File: src/rtl/tcm_port_arbiter_if.sv
// Bundle of requester-side and memory-side signals of the instruction TCM port arbiter.
// The arbiter uses the slave modport; the environment (requesters plus memory) uses master.
interface tcm_port_arbiter_if #(
  parameter int ADDR_W = 12
);
  logic              core_req;
  logic              core_we;
  logic [ADDR_W-1:0] core_addr;
  logic [31:0]       core_wdata;
  logic              core_gnt;
  logic              core_rvalid;
  logic              core_stall;
  logic              dbg_req;
  logic              dbg_we;
  logic [ADDR_W-1:0] dbg_addr;
  logic [31:0]       dbg_wdata;
  logic              dbg_lock;
  logic              dbg_gnt;
  logic              dbg_rvalid;
  logic              dbg_owned;
  logic [31:0]       rdata;
  logic              mem_we;
  logic [ADDR_W-1:0] mem_addr;
  logic [31:0]       mem_wdata;
  logic [31:0]       mem_rdata;

  modport slave (
    input  core_req, core_we, core_addr, core_wdata,
    input  dbg_req, dbg_we, dbg_addr, dbg_wdata, dbg_lock,
    input  mem_rdata,
    output core_gnt, core_rvalid, core_stall,
    output dbg_gnt, dbg_rvalid, dbg_owned,
    output rdata, mem_we, mem_addr, mem_wdata
  );

  modport master (
    output core_req, core_we, core_addr, core_wdata,
    output dbg_req, dbg_we, dbg_addr, dbg_wdata, dbg_lock,
    output mem_rdata,
    input  core_gnt, core_rvalid, core_stall,
    input  dbg_gnt, dbg_rvalid, dbg_owned,
    input  rdata, mem_we, mem_addr, mem_wdata
  );
endinterface

File: src/rtl/tcm_port_arbiter.sv
// Shares the single rw port of the instruction TCM between the core load/store path and the
// debug loader: fixed core priority, bounded loader starvation, exclusive loader lock mode.
module tcm_port_arbiter #(
  parameter int ADDR_W       = 12,
  parameter int STARVE_LIMIT = 8
) (
  input logic               clk,
  input logic               rst,
  tcm_port_arbiter_if.slave bus
);

  localparam logic [1:0] ST_SHARED = 2'd0;
  localparam logic [1:0] ST_DRAIN  = 2'd1;
  localparam logic [1:0] ST_LOCKED = 2'd2;
  localparam logic [7:0] LIMIT_C   = 8'(STARVE_LIMIT);

  logic [1:0] state_r;
  logic [1:0] state_nxt_s;
  logic [7:0] starve_r;
  logic [7:0] starve_nxt_s;
  logic       core_gnt_s;
  logic       dbg_gnt_s;
  logic       core_rvalid_r;
  logic       dbg_rvalid_r;

  // Grant selection: at most one requester owns the port in any cycle.
  always_comb begin
    core_gnt_s = 1'b0;
    dbg_gnt_s  = 1'b0;
    case (state_r)
      ST_SHARED: begin
        if (bus.dbg_req && (!bus.core_req || (starve_r >= LIMIT_C))) begin
          dbg_gnt_s = 1'b1;
        end else begin
          core_gnt_s = bus.core_req;
        end
      end
      ST_DRAIN: begin
        core_gnt_s = 1'b0;
        dbg_gnt_s  = 1'b0;
      end
      ST_LOCKED: begin
        dbg_gnt_s = bus.dbg_req;
      end
      default: begin
        core_gnt_s = 1'b0;
        dbg_gnt_s  = 1'b0;
      end
    endcase
  end

  // Memory port steering from the granted requester; idle port is driven to zero.
  always_comb begin
    bus.mem_we    = 1'b0;
    bus.mem_addr  = {ADDR_W{1'b0}};
    bus.mem_wdata = 32'd0;
    if (core_gnt_s) begin
      bus.mem_we    = bus.core_we;
      bus.mem_addr  = bus.core_addr;
      bus.mem_wdata = bus.core_wdata;
    end else if (dbg_gnt_s) begin
      bus.mem_we    = bus.dbg_we;
      bus.mem_addr  = bus.dbg_addr;
      bus.mem_wdata = bus.dbg_wdata;
    end else begin
      bus.mem_we    = 1'b0;
    end
  end

  // Lock-mode sequencing and loader starvation counting.
  always_comb begin
    state_nxt_s  = state_r;
    starve_nxt_s = starve_r;
    case (state_r)
      ST_SHARED: begin
        if (bus.dbg_lock) begin
          state_nxt_s  = ST_DRAIN;
          starve_nxt_s = 8'd0;
        end else if (bus.dbg_req && !dbg_gnt_s) begin
          if (starve_r < LIMIT_C) begin
            starve_nxt_s = starve_r + 8'd1;
          end else begin
            starve_nxt_s = LIMIT_C;
          end
        end else begin
          starve_nxt_s = 8'd0;
        end
      end
      ST_DRAIN: begin
        // One dead cycle lets a read granted before the lock retire its rvalid.
        state_nxt_s  = ST_LOCKED;
        starve_nxt_s = 8'd0;
      end
      ST_LOCKED: begin
        if (!bus.dbg_lock) begin
          state_nxt_s = ST_SHARED;
        end else begin
          state_nxt_s = ST_LOCKED;
        end
        starve_nxt_s = 8'd0;
      end
      default: begin
        state_nxt_s  = ST_SHARED;
        starve_nxt_s = 8'd0;
      end
    endcase
  end

  // State, starvation counter and read-return strobes.
  always_ff @(posedge clk or posedge rst) begin
    if (rst) begin
      state_r       <= ST_SHARED;
      starve_r      <= 8'd0;
      core_rvalid_r <= 1'b0;
      dbg_rvalid_r  <= 1'b0;
    end else begin
      state_r       <= state_nxt_s;
      starve_r      <= starve_nxt_s;
      core_rvalid_r <= core_gnt_s & ~bus.core_we;
      dbg_rvalid_r  <= dbg_gnt_s & ~bus.dbg_we;
    end
  end

  assign bus.core_gnt    = core_gnt_s;
  assign bus.dbg_gnt     = dbg_gnt_s;
  assign bus.core_stall  = bus.core_req & ~core_gnt_s;
  assign bus.core_rvalid = core_rvalid_r;
  assign bus.dbg_rvalid  = dbg_rvalid_r;
  assign bus.dbg_owned   = (state_r == ST_LOCKED);
  assign bus.rdata       = bus.mem_rdata;

endmodule

File: src/flat_wrapper.sv
// flat-port wrapper written by rule: the top's interface ports become plain ports
module tcm_port_arbiter_flat 
#(
  parameter int ADDR_W       = 12,
  parameter int STARVE_LIMIT = 8
)
  (clk, rst, bus_core_req, bus_core_we, bus_core_addr, bus_core_wdata, bus_dbg_req, bus_dbg_we, bus_dbg_addr, bus_dbg_wdata, bus_dbg_lock, bus_mem_rdata, bus_core_gnt, bus_core_rvalid, bus_core_stall, bus_dbg_gnt, bus_dbg_rvalid, bus_dbg_owned, bus_rdata, bus_mem_we, bus_mem_addr, bus_mem_wdata);
  tcm_port_arbiter_if #(.ADDR_W(ADDR_W)) bus_i ();
  input logic clk;
  input logic rst;
  input wire logic [$bits(bus_i.core_req)-1:0] bus_core_req;
  input wire logic [$bits(bus_i.core_we)-1:0] bus_core_we;
  input wire logic [$bits(bus_i.core_addr)-1:0] bus_core_addr;
  input wire logic [$bits(bus_i.core_wdata)-1:0] bus_core_wdata;
  input wire logic [$bits(bus_i.dbg_req)-1:0] bus_dbg_req;
  input wire logic [$bits(bus_i.dbg_we)-1:0] bus_dbg_we;
  input wire logic [$bits(bus_i.dbg_addr)-1:0] bus_dbg_addr;
  input wire logic [$bits(bus_i.dbg_wdata)-1:0] bus_dbg_wdata;
  input wire logic [$bits(bus_i.dbg_lock)-1:0] bus_dbg_lock;
  input wire logic [$bits(bus_i.mem_rdata)-1:0] bus_mem_rdata;
  output wire logic [$bits(bus_i.core_gnt)-1:0] bus_core_gnt;
  output wire logic [$bits(bus_i.core_rvalid)-1:0] bus_core_rvalid;
  output wire logic [$bits(bus_i.core_stall)-1:0] bus_core_stall;
  output wire logic [$bits(bus_i.dbg_gnt)-1:0] bus_dbg_gnt;
  output wire logic [$bits(bus_i.dbg_rvalid)-1:0] bus_dbg_rvalid;
  output wire logic [$bits(bus_i.dbg_owned)-1:0] bus_dbg_owned;
  output wire logic [$bits(bus_i.rdata)-1:0] bus_rdata;
  output wire logic [$bits(bus_i.mem_we)-1:0] bus_mem_we;
  output wire logic [$bits(bus_i.mem_addr)-1:0] bus_mem_addr;
  output wire logic [$bits(bus_i.mem_wdata)-1:0] bus_mem_wdata;
  assign bus_i.core_req = bus_core_req;
  assign bus_i.core_we = bus_core_we;
  assign bus_i.core_addr = bus_core_addr;
  assign bus_i.core_wdata = bus_core_wdata;
  assign bus_i.dbg_req = bus_dbg_req;
  assign bus_i.dbg_we = bus_dbg_we;
  assign bus_i.dbg_addr = bus_dbg_addr;
  assign bus_i.dbg_wdata = bus_dbg_wdata;
  assign bus_i.dbg_lock = bus_dbg_lock;
  assign bus_i.mem_rdata = bus_mem_rdata;
  assign bus_core_gnt = bus_i.core_gnt;
  assign bus_core_rvalid = bus_i.core_rvalid;
  assign bus_core_stall = bus_i.core_stall;
  assign bus_dbg_gnt = bus_i.dbg_gnt;
  assign bus_dbg_rvalid = bus_i.dbg_rvalid;
  assign bus_dbg_owned = bus_i.dbg_owned;
  assign bus_rdata = bus_i.rdata;
  assign bus_mem_we = bus_i.mem_we;
  assign bus_mem_addr = bus_i.mem_addr;
  assign bus_mem_wdata = bus_i.mem_wdata;
  tcm_port_arbiter #(.ADDR_W(ADDR_W), .STARVE_LIMIT(STARVE_LIMIT)) u_core (.clk(clk), .rst(rst), .bus(bus_i));
endmodule
File: config.mk
export PLATFORM = sky130hd
export DESIGN_NAME = tcm_port_arbiter_flat
export DESIGN_NICKNAME = d
export VERILOG_FILES = /design/src/rtl/tcm_port_arbiter_if.sv /design/src/rtl/tcm_port_arbiter.sv /design/src/flat_wrapper.sv
export SDC_FILE = /design/constraint.sdc
export NUM_CORES = 1
export LEC_CHECK = 0
export BUFFER_PORTS_ARGS = -buffer_cell sky130_fd_sc_hd__buf_2
export CORE_ASPECT_RATIO = 0.7
export CORE_MARGIN = 8
export CORE_UTILIZATION = 30
export DETAILED_ROUTE_END_ITERATION = 8
export PLACE_DENSITY_LB_ADDON = 0.3
export SYNTH_ARGS = -nofsm -noshare
export SYNTH_HDL_FRONTEND = slang
export SYNTH_SLANG_ARGS = --single-unit
File: constraint.sdc
create_clock -name clk -period 2.3 [get_ports clk]
set_clock_uncertainty 0.05 [all_clocks]
set_input_delay 0 -clock clk [delete_from_list [all_inputs] [get_ports clk]]
set_output_delay 0 -clock clk [all_outputs]
set_load 0.03 [all_outputs]
==> load_flow_metrics.sql, run 1 <==
INSERT INTO impl_metrics (metric_group, metric, value, unit) VALUES
('run_status', 'outcome', 'finished with violations', ''),
('run_status', 'failing_checks', 'hold timing', ''),
('job', 'max_cap_viol_count', '0', ''),
('layout', 'fillers', '379', ''),
('grt', 'gr-usage-all-layers', '0.188', ''),
('clocking', 'worst_setup_hold_path_clk_slew', '0.05', 'ns'),
('die', 'die_height', '69.5', 'µm'),
('sta', 'fin_crit', '1.87', 'ns'),
('sta', 'report.final.hold_viol_count', '1', ''),
('placed_design', 'place_hpwl', '4740', 'µm'),
('synthesis', 'synth_area_leaders', 'a22o_1, dfrtp_1, buf_4', ''),
('grt', 'grt_first_pass_wirelength', '9560', 'µm'),
('critical_path', 'crit_required', '2.25', 'ns'),
('layout', 'drive_gt1_frac', '0.556', ''),
('layout', 'register_area', '300', 'µm²'),
('synthesis', 'synth.ff_latch_count', '12', ''),
('synthesis', 'register_area_share_after_synthesis', '0.245', ''),
('placed_design', 'port_buffers', '145', ''),
('power_and_ir_drop', 'vdd_ir_drop_max', '0.000387', 'V'),
('grt', 'largest_net_degree_at_the_start_of_global_routing', '49', ''),
('synthesis', 'yosysTopAreaCellShare', '0.321', ''),
('layout', 'nets', '410', ''),
('min_path', 'worst_hold_path.num_cells', '3', ''),
('placed_design', 'postPlaceCellArea', '0.00176', 'mm²'),
('layout', 'finalInstanceArea', '0.00215', 'mm²'),
('clocking', 'post_cts.resized_instances', '0', ''),
('critical_path', 'worstSetupStartpointType', 'register', ''),
('grt', 'grt_use_met1', '0.193', ''),
('grt', 'top_usage_layer', 'met2', ''),
('sta', 'layout_worst_path_cycle_share', '0.812', ''),
('layout', 'antennaDiodeCount', '0', ''),
('synthesis', 'post_syn_area_per_cell', '9.30', 'µm²'),
('synthesis', 'synth.most_common_cell', 'a22o_1', ''),
('critical_path', 'timing.critical_path.arrival', '1.82', 'ns'),
('critical_path', 'reg2reg_depth', '4', ''),
('detailed_routing', 'ant_nets', '0', ''),
('die', 'floorplan.die.width', '92.5', 'µm'),
('critical_path', 'setup.worst_path.class', 'register to primary output', ''),
('sta', 'fin_hold_ws', '-0.0126', 'ns'),
('clocking', 'root_buffer', 'clkbuf_8', ''),
('synthesis', 'ys_async_sr_fraction', '1.00', ''),
('grt', 'grt_antenna_before_repair', '0', ''),
('grt', 'grt-ovfl-total', '0', ''),
('grt', 'via_count_of_the_first_global_routing_pass', '1723', ''),
('sta', 'rsz_0062_raised_after_global_routing', 'no', ''),
('layout', 'flow.area_growth_from_synthesis', '75.1', '%'),
('clocking', 'tritoncts', 'yes', ''),
('detailed_routing', 'drt_pre_antenna_iters', '4', ''),
('power_and_ir_drop', 'power_per_cell_area', '732', 'mW/mm²'),
('detailed_routing', 'post_detailed_route_via_to_cell_ratio', '4.75', ''),
('sta', 'report.final.setup_viol', '0', ''),
('grt', 'grt_use_met2', '0.352', ''),
('sta', 'maximum_operating_frequency', '0.535', 'GHz'),
('die', 'row_count', '19', ''),
('sta', 'setup_slack', '0.432', 'ns'),
('die', 'floorplan.initialDensity', '0.313', ''),
('layout', 'utilization', '0.548', ''),
('die', 'area_of_the_die', '0.00643', 'mm²'),
('clocking', 'clk_latency', '0.23', 'ns'),
('layout', 'multi_input_area', '613', 'µm²'),
('detailed_routing', 'postRouteWirelength', '6610', 'µm'),
('critical_path', 'critical_path_fanouts_max', '48', ''),
('synthesis', 'synth_top_cell_by_area', 'a22o_1', ''),
('sta', 'setup_total_neg_slack', '0', 'ns'),
('synthesis', 'post_synth_num_cell_types', '23', ''),
('clocking', 'buffer_depth_of_the_longest_clock_path', '2', ''),
('clocking', 'clock_sink_count', '12', ''),
('min_path', 'hold_path_class', 'primary input to register', ''),
('synthesis', 'synthFlopType', 'dfrtp_1', ''),
('die', 'ios', '210', ''),
('detailed_routing', 'post_drt_wl_per_cell', '20.0', 'µm');
[sequential cells by signal, summed over array words and instances (netlist names)]
register and cells:
u_core.state_r 2, u_core.starve_r 8, u_core.bus.dbg_rvalid 1, u_core.bus.core_rvalid 1
[kinds of logic (layout without fill, tap and decap cells)]
kind of cell	count (synthesis)	in the layout	synth area share
xor+xnor	1	1	0.00714
compound gates	48	48	0.337
other cells	1	4	0.00306
flops	12	12	0.245
simple gates	21	21	0.110
fa+ha+maj	2	2	0.0204
buf+inv	47	191	0.277
[per-stage QoR]
stage	std cells	power, mW
after floorplan	135	1.08
after global placement	293	1.28
after detailed placement	293	1.29
after CTS	331	1.59
after global routing	331	1.66
final	331	1.57
[critical path, stage by stage (launching register included)]
cell	delay, ns
dfrtp_1	0.45
nor4b_1	0.32
a31o_2	0.18
buf_12	0.21
a22o_1	0.18
buf_2	0.20
[per-layer routing]
layer | part of all wire | vias up
li1 | - | 747
met3 | 0.11 | 6
met2 | 0.52 | 107
met1 | 0.36 | 713
met5 | 0 | -
met4 | 0.011 | 0
[layout make-up]
class,count,area share
timing repair buffer,183,0.517
multi-input combinational,76,0.285
sequential,12,0.140
tap,52,0.0303
clock buffer,3,0.0192
inverter,5,0.00873
[placed cells by master (no fill, tap or decap), drive strengths merged]
master and instances:
nand2 1, nand4 1, buf 148, ha 2
a31o 1, dfrtp 12, nor2 5, and3b 1
nand3 2, nor3 1, o21ai 1, inv 5
dlygate4sd3 35, nor3b 1, clkbuf 3, xnor2 1
nor4b 3, a31oi 1, conb 4, a22o 45
nor2b 5, nand2b 1
[worst paths after layout]
kind                                    start  slack [ns]                      to
hold reg to reg            u_core.starve_r[0]        0.47      u_core.starve_r[0]
hold / removal                   bus_dbg_lock       -0.01       u_core.state_r[1]
setup reg to reg            u_core.state_r[1]        0.84  u_core.bus.core_rvalid
setup / recovery            u_core.state_r[1]        0.43       bus_mem_wdata[16]
min in group asynchronous                 rst        0.28   u_core.bus.dbg_rvalid
max in group asynchronous                 rst        1.61       u_core.state_r[1]
[power by group]
| part | switching (mW) | internal (mW) | leakage (nW) |
|---|---|---|---|
| Clock | 0.0637 | 0.114 | 0.0216 |
| Combinational | 0.731 | 0.394 | 1.03 |
| Sequential | 0.0347 | 0.236 | 0.155 |
| Total | 0.829 | 0.744 | 1.21 |
[what timing repair did]
action / 4_1_cts / 5_1_grt
hold buffers: 35 / 0
endpoints found under the setup margin: 0 / 0
endpoints found under the hold margin: 46 / 0
setup buffers: 0 / 0
Note: power is estimated with default switching activity, not from simulation.
==> run 2, diff against run 1 <==
--- a/config.mk
+++ b/config.mk
@@ -5,10 +5,11 @@
 export SDC_FILE = /design/constraint.sdc
 export NUM_CORES = 1
 export LEC_CHECK = 0
+export ABC_AREA = 1
 export BUFFER_PORTS_ARGS = -buffer_cell sky130_fd_sc_hd__buf_2
 export CORE_ASPECT_RATIO = 0.7
 export CORE_MARGIN = 8
-export CORE_UTILIZATION = 30
+export CORE_UTILIZATION = 29
 export DETAILED_ROUTE_END_ITERATION = 8
 export PLACE_DENSITY_LB_ADDON = 0.3
 export SYNTH_ARGS = -nofsm -noshare
==> constraint.sdc (replaced) <==
create_clock -name clk -period 1.8 [get_ports clk]
set_clock_uncertainty 0.05 [all_clocks]
set_input_delay 0 -clock clk [delete_from_list [all_inputs] [get_ports clk]]
set_output_delay 0 -clock clk [all_outputs]
set_load 0.03 [all_outputs]
==> run 2 against run 1 <==
  * Die area increased by 10%
  * The flow now finishes without violations
  * Sequential power increased by 21%
  * Via count increased by 20%
  * Power increased by 24%
  * Non-clock buffer count increased by 2
  * Clock-buffer cell count increased by 1
  * Flip-flop and latch count unchanged
  * Clock power increased by 65%
  * Synthesized cell count increased by 76%
  * Global-route usage decreased by 1.7 points
  * Hold slack improved by 0.057 ns
  * Setup slack got worse by 0.33 ns
==> load_flow_metrics.sql, run 2 <==
INSERT INTO impl_metrics (metric_group, metric, value, unit) VALUES
('sta', 'report.final.hold_viol_count', '0', ''),
('clocking', 'buffer_depth_of_the_longest_clock_path', '2', ''),
('synthesis', 'register_area_share_after_synthesis', '0.224', ''),
('synthesis', 'synth_enable_flop_cells', '0', ''),
('layout', 'largest_register_ff_count', '8', ''),
('detailed_routing', 'routed-via-count', '1886', ''),
('job', 'max_cap_viol_count', '0', ''),
('critical_path', 'crit_required', '1.75', 'ns'),
('placed_design', 'port_buffers', '145', ''),
('grt', 'gr-usage-all-layers', '0.171', ''),
('layout', 'finalInstanceArea', '0.00227', 'mm²'),
('clocking', 'clk_latency', '0.24', 'ns'),
('synthesis', 'post_synth_num_cell_types', '19', ''),
('detailed_routing', 'post_drt_wl_per_cell', '15.0', 'µm'),
('die', 'ios', '210', ''),
('layout', 'nets', '513', ''),
('placed_design', 'postPlaceCellArea', '0.00185', 'mm²'),
('detailed_routing', 'postRouteWirelength', '6590', 'µm'),
('detailed_routing', 'drt_pre_antenna_iters', '4', ''),
('critical_path', 'setup.worst_path.class', 'register to primary output', ''),
('grt', 'grt_first_pass_wirelength', '10000', 'µm'),
('die', 'die_height', '72.8', 'µm'),
('layout', 'fillers', '432', ''),
('layout', 'final_common_cell', 'buf_2', ''),
('sta', 'fin_crit', '1.70', 'ns'),
('synthesis', 'post_syn_area_per_cell', '5.77', 'µm²'),
('clocking', 'worst_setup_hold_path_clk_slew', '0.05', 'ns'),
('layout', 'drive_gt1_frac', '0.415', ''),
('synthesis', 'synth_top_cell_by_area', 'nand2_1', ''),
('synthesis', 'yosysTopAreaCellShare', '0.395', ''),
('synthesis', 'synth.ff_latch_count', '12', ''),
('synthesis', 'post_synth_most_frequent_cells', 'nand2_1, buf_4, nor2_1', ''),
('die', 'floorplan.die.width', '97.2', 'µm'),
('clocking', 'root_buffer', 'clkbuf_8', ''),
('clocking', 'tritoncts', 'yes', ''),
('min_path', 'hold_path_class', 'primary input to register', ''),
('placed_design', 'placed_cells', '398', ''),
('layout', 'post_layout_nonfiller_instances', '438', ''),
('die', 'area_of_the_die', '0.00708', 'mm²'),
('power_and_ir_drop', 'static_leak', '1.47', 'nW'),
('placed_design', 'place_hpwl', '4490', 'µm'),
('synthesis', 'yosys_warnings', '0', ''),
('synthesis', 'ys_async_sr_fraction', '1.00', ''),
('power_and_ir_drop', 'power_per_cell_area', '856', 'mW/mm²'),
('sta', 'drv_slew', '0', ''),
('sta', 'maximum_operating_frequency', '0.588', 'GHz'),
('layout', 'multi_input_area', '688', 'µm²'),
('layout', 'flow.area_growth_from_synthesis', '69.8', '%'),
('placed_design', 'placer_s_final_routability_congestion_estimate', '0.733', ''),
('layout', 'antennaDiodeCount', '0', ''),
('synthesis', 'synth_area_leaders', 'nand2_1, dfrtp_1, buf_4', ''),
('run_status', 'outcome', 'finished clean', ''),
('synthesis', 'synthFlopType', 'dfrtp_1', ''),
('critical_path', 'cp-end-kind', 'primary output', ''),
('detailed_routing', 'drt-initial-drc-count', '74', ''),
('clocking', 'htree_num_levels', '1', ''),
('die', 'core_area', '0.00438', 'mm²'),
('clocking', 'clock_buffers_created_by_tritoncts', '3', ''),
('detailed_routing', 'post_detailed_route_via_to_cell_ratio', '4.31', ''),
('die', 'row_count', '20', ''),
('critical_path', 'critical_path_fanouts_max', '19', ''),
('grt', 'grt-ovfl-total', '0', ''),
('sta', 'setup_total_neg_slack', '0', 'ns'),
('synthesis', 'netlist_instances', '232', ''),
('layout', 'commonest_non_fill_non_tap_cells_in_the_layout', 'buf_2, nand2_1, dlygate4sd3_1', ''),
('grt', 'via_count_of_the_first_global_routing_pass', '1917', ''),
('sta', 'rsz_0062_raised_after_global_routing', 'yes', ''),
('critical_path', 'worstSetupStartpointType', 'register', ''),
('power_and_ir_drop', 'vdd_ir_drop_max', '0.000551', 'V'),
('layout', 'register_area', '300', 'µm²'),
('critical_path', 'timing.critical_path.arrival', '1.65', 'ns'),
('grt', 'grt_antenna_before_repair', '0', ''),
('synthesis', 'syn-cell-area', '0.00134', 'mm²'),
('die', 'floorplan.initialDensity', '0.306', ''),
('layout', 'largest-register', 'u_core.starve_r', ''),
('grt', 'largest_net_degree_at_the_start_of_global_routing', '29', ''),
('layout', 'reg_top3', 'u_core.starve_r: 8 flops, u_core.state_r: 2 flops', ''),
('detailed_routing', 'drc', '0', ''),
('sta', 'report.final.setup_viol', '0', ''),
('detailed_routing', 'ant_nets', '0', ''),
('synthesis', 'synth.most_common_cell', 'nand2_1', ''),
('clocking', 'clock_sink_count', '12', ''),
('sta', 'layout_worst_path_cycle_share', '0.945', '');
[run 2: cell count changes in the layout (fill, tap and decap cells not counted), moves of 2 or more]
cell     before  now
a22o_1       45    0
nor2_2        0    2
nand2_1       1  141
nor2_1        5   14
nor2b_1       5    0
inv_1         5    9
inv_2         0    2
nor4b_1       2    0
[run 2: logic make-up after synthesis]
logic type               after synthesis  share of synthesized area
flip-flops                            12                      0.224
other                                  1                    0.00280
buffers and inverters                 52                      0.270
adder cells (fa/ha/maj)                2                     0.0187
XOR/XNOR                               1                    0.00654
AO/OA/AOI/OAI                          2                    0.00934
AND/OR/NAND/NOR                      162                      0.468
[run 2: worst paths after layout]
path                       slack [ns]  depth (start not counted)                     to          startpoint
setup / recovery                  0.1                          9       bus_mem_wdata[9]  u_core.starve_r[4]
setup reg to reg                 0.68                          5     u_core.starve_r[0]   u_core.state_r[1]
max in group asynchronous        1.13                          3      u_core.state_r[1]                 rst
hold reg to reg                  0.42                          1     u_core.starve_r[0]  u_core.starve_r[0]
hold / removal                   0.04                          4      u_core.state_r[0]        bus_dbg_lock
min in group asynchronous        0.26                          3  u_core.bus.dbg_rvalid                 rst
[run 2: repair_timing]
action,CTS,global route
resized for setup,0,1
hold buffers,36,0
buffers inserted,0,0
endpoints found under the setup margin,0,36
endpoints found under the hold margin,47,0
[run 2: critical path: stages, from the launching register on]
cell,delay [ns]
dfrtp_1,0.37
nor2_2,0.13
nand3_2,0.10
nand2_1,0.07
nand2_1,0.07
inv_2,0.07
buf_4,0.22
nand2_1,0.10
nand2_1,0.09
buf_2,0.20
[run 2: final cells by class]
cell class              instances  share of cell area
flip-flops and latches         12               0.132
clock buffers                   4              0.0242
inverters                      11              0.0182
well taps                      55              0.0303
multi-input cells             171               0.303
repair buffers                185               0.493
[run 2: stage by stage]
| stage | setup slack, ns | power [mW] | utilization | hold slack (ns) |
|---|---|---|---|---|
| 3_3_place_gp | 0.340 | 1.51 | 0.423 | -0.0498 |
| 5_1_grt | -0.0592 | 2.08 | 0.519 | 0.0775 |
| 6_report | 0.0988 | 1.95 | 0.519 | 0.0443 |
| 3_5_place_dp | 0.284 | 1.51 | 0.423 | -0.0498 |
| 4_1_cts | 0.0137 | 1.96 | 0.518 | 0.0384 |
| 2_1_floorplan | 0.441 | 1.28 | - | -0.185 |
[run 2: report_power, final]
part / total, mW / switching (mW) / internal (mW)
Combinational: 1.33 / 0.926 / 0.399
Sequential: 0.328 / 0.0275 / 0.300
Clock: 0.293 / 0.0996 / 0.193
[run 2: per-layer routing]
| metal | part of all wire | global-route usage |
|---|---|---|
| met5 | 0 | 0 |
| met4 | 0.015 | 0.0418 |
| met3 | 0.097 | 0.0568 |
| met2 | 0.54 | 0.332 |
| met1 | 0.35 | 0.175 |
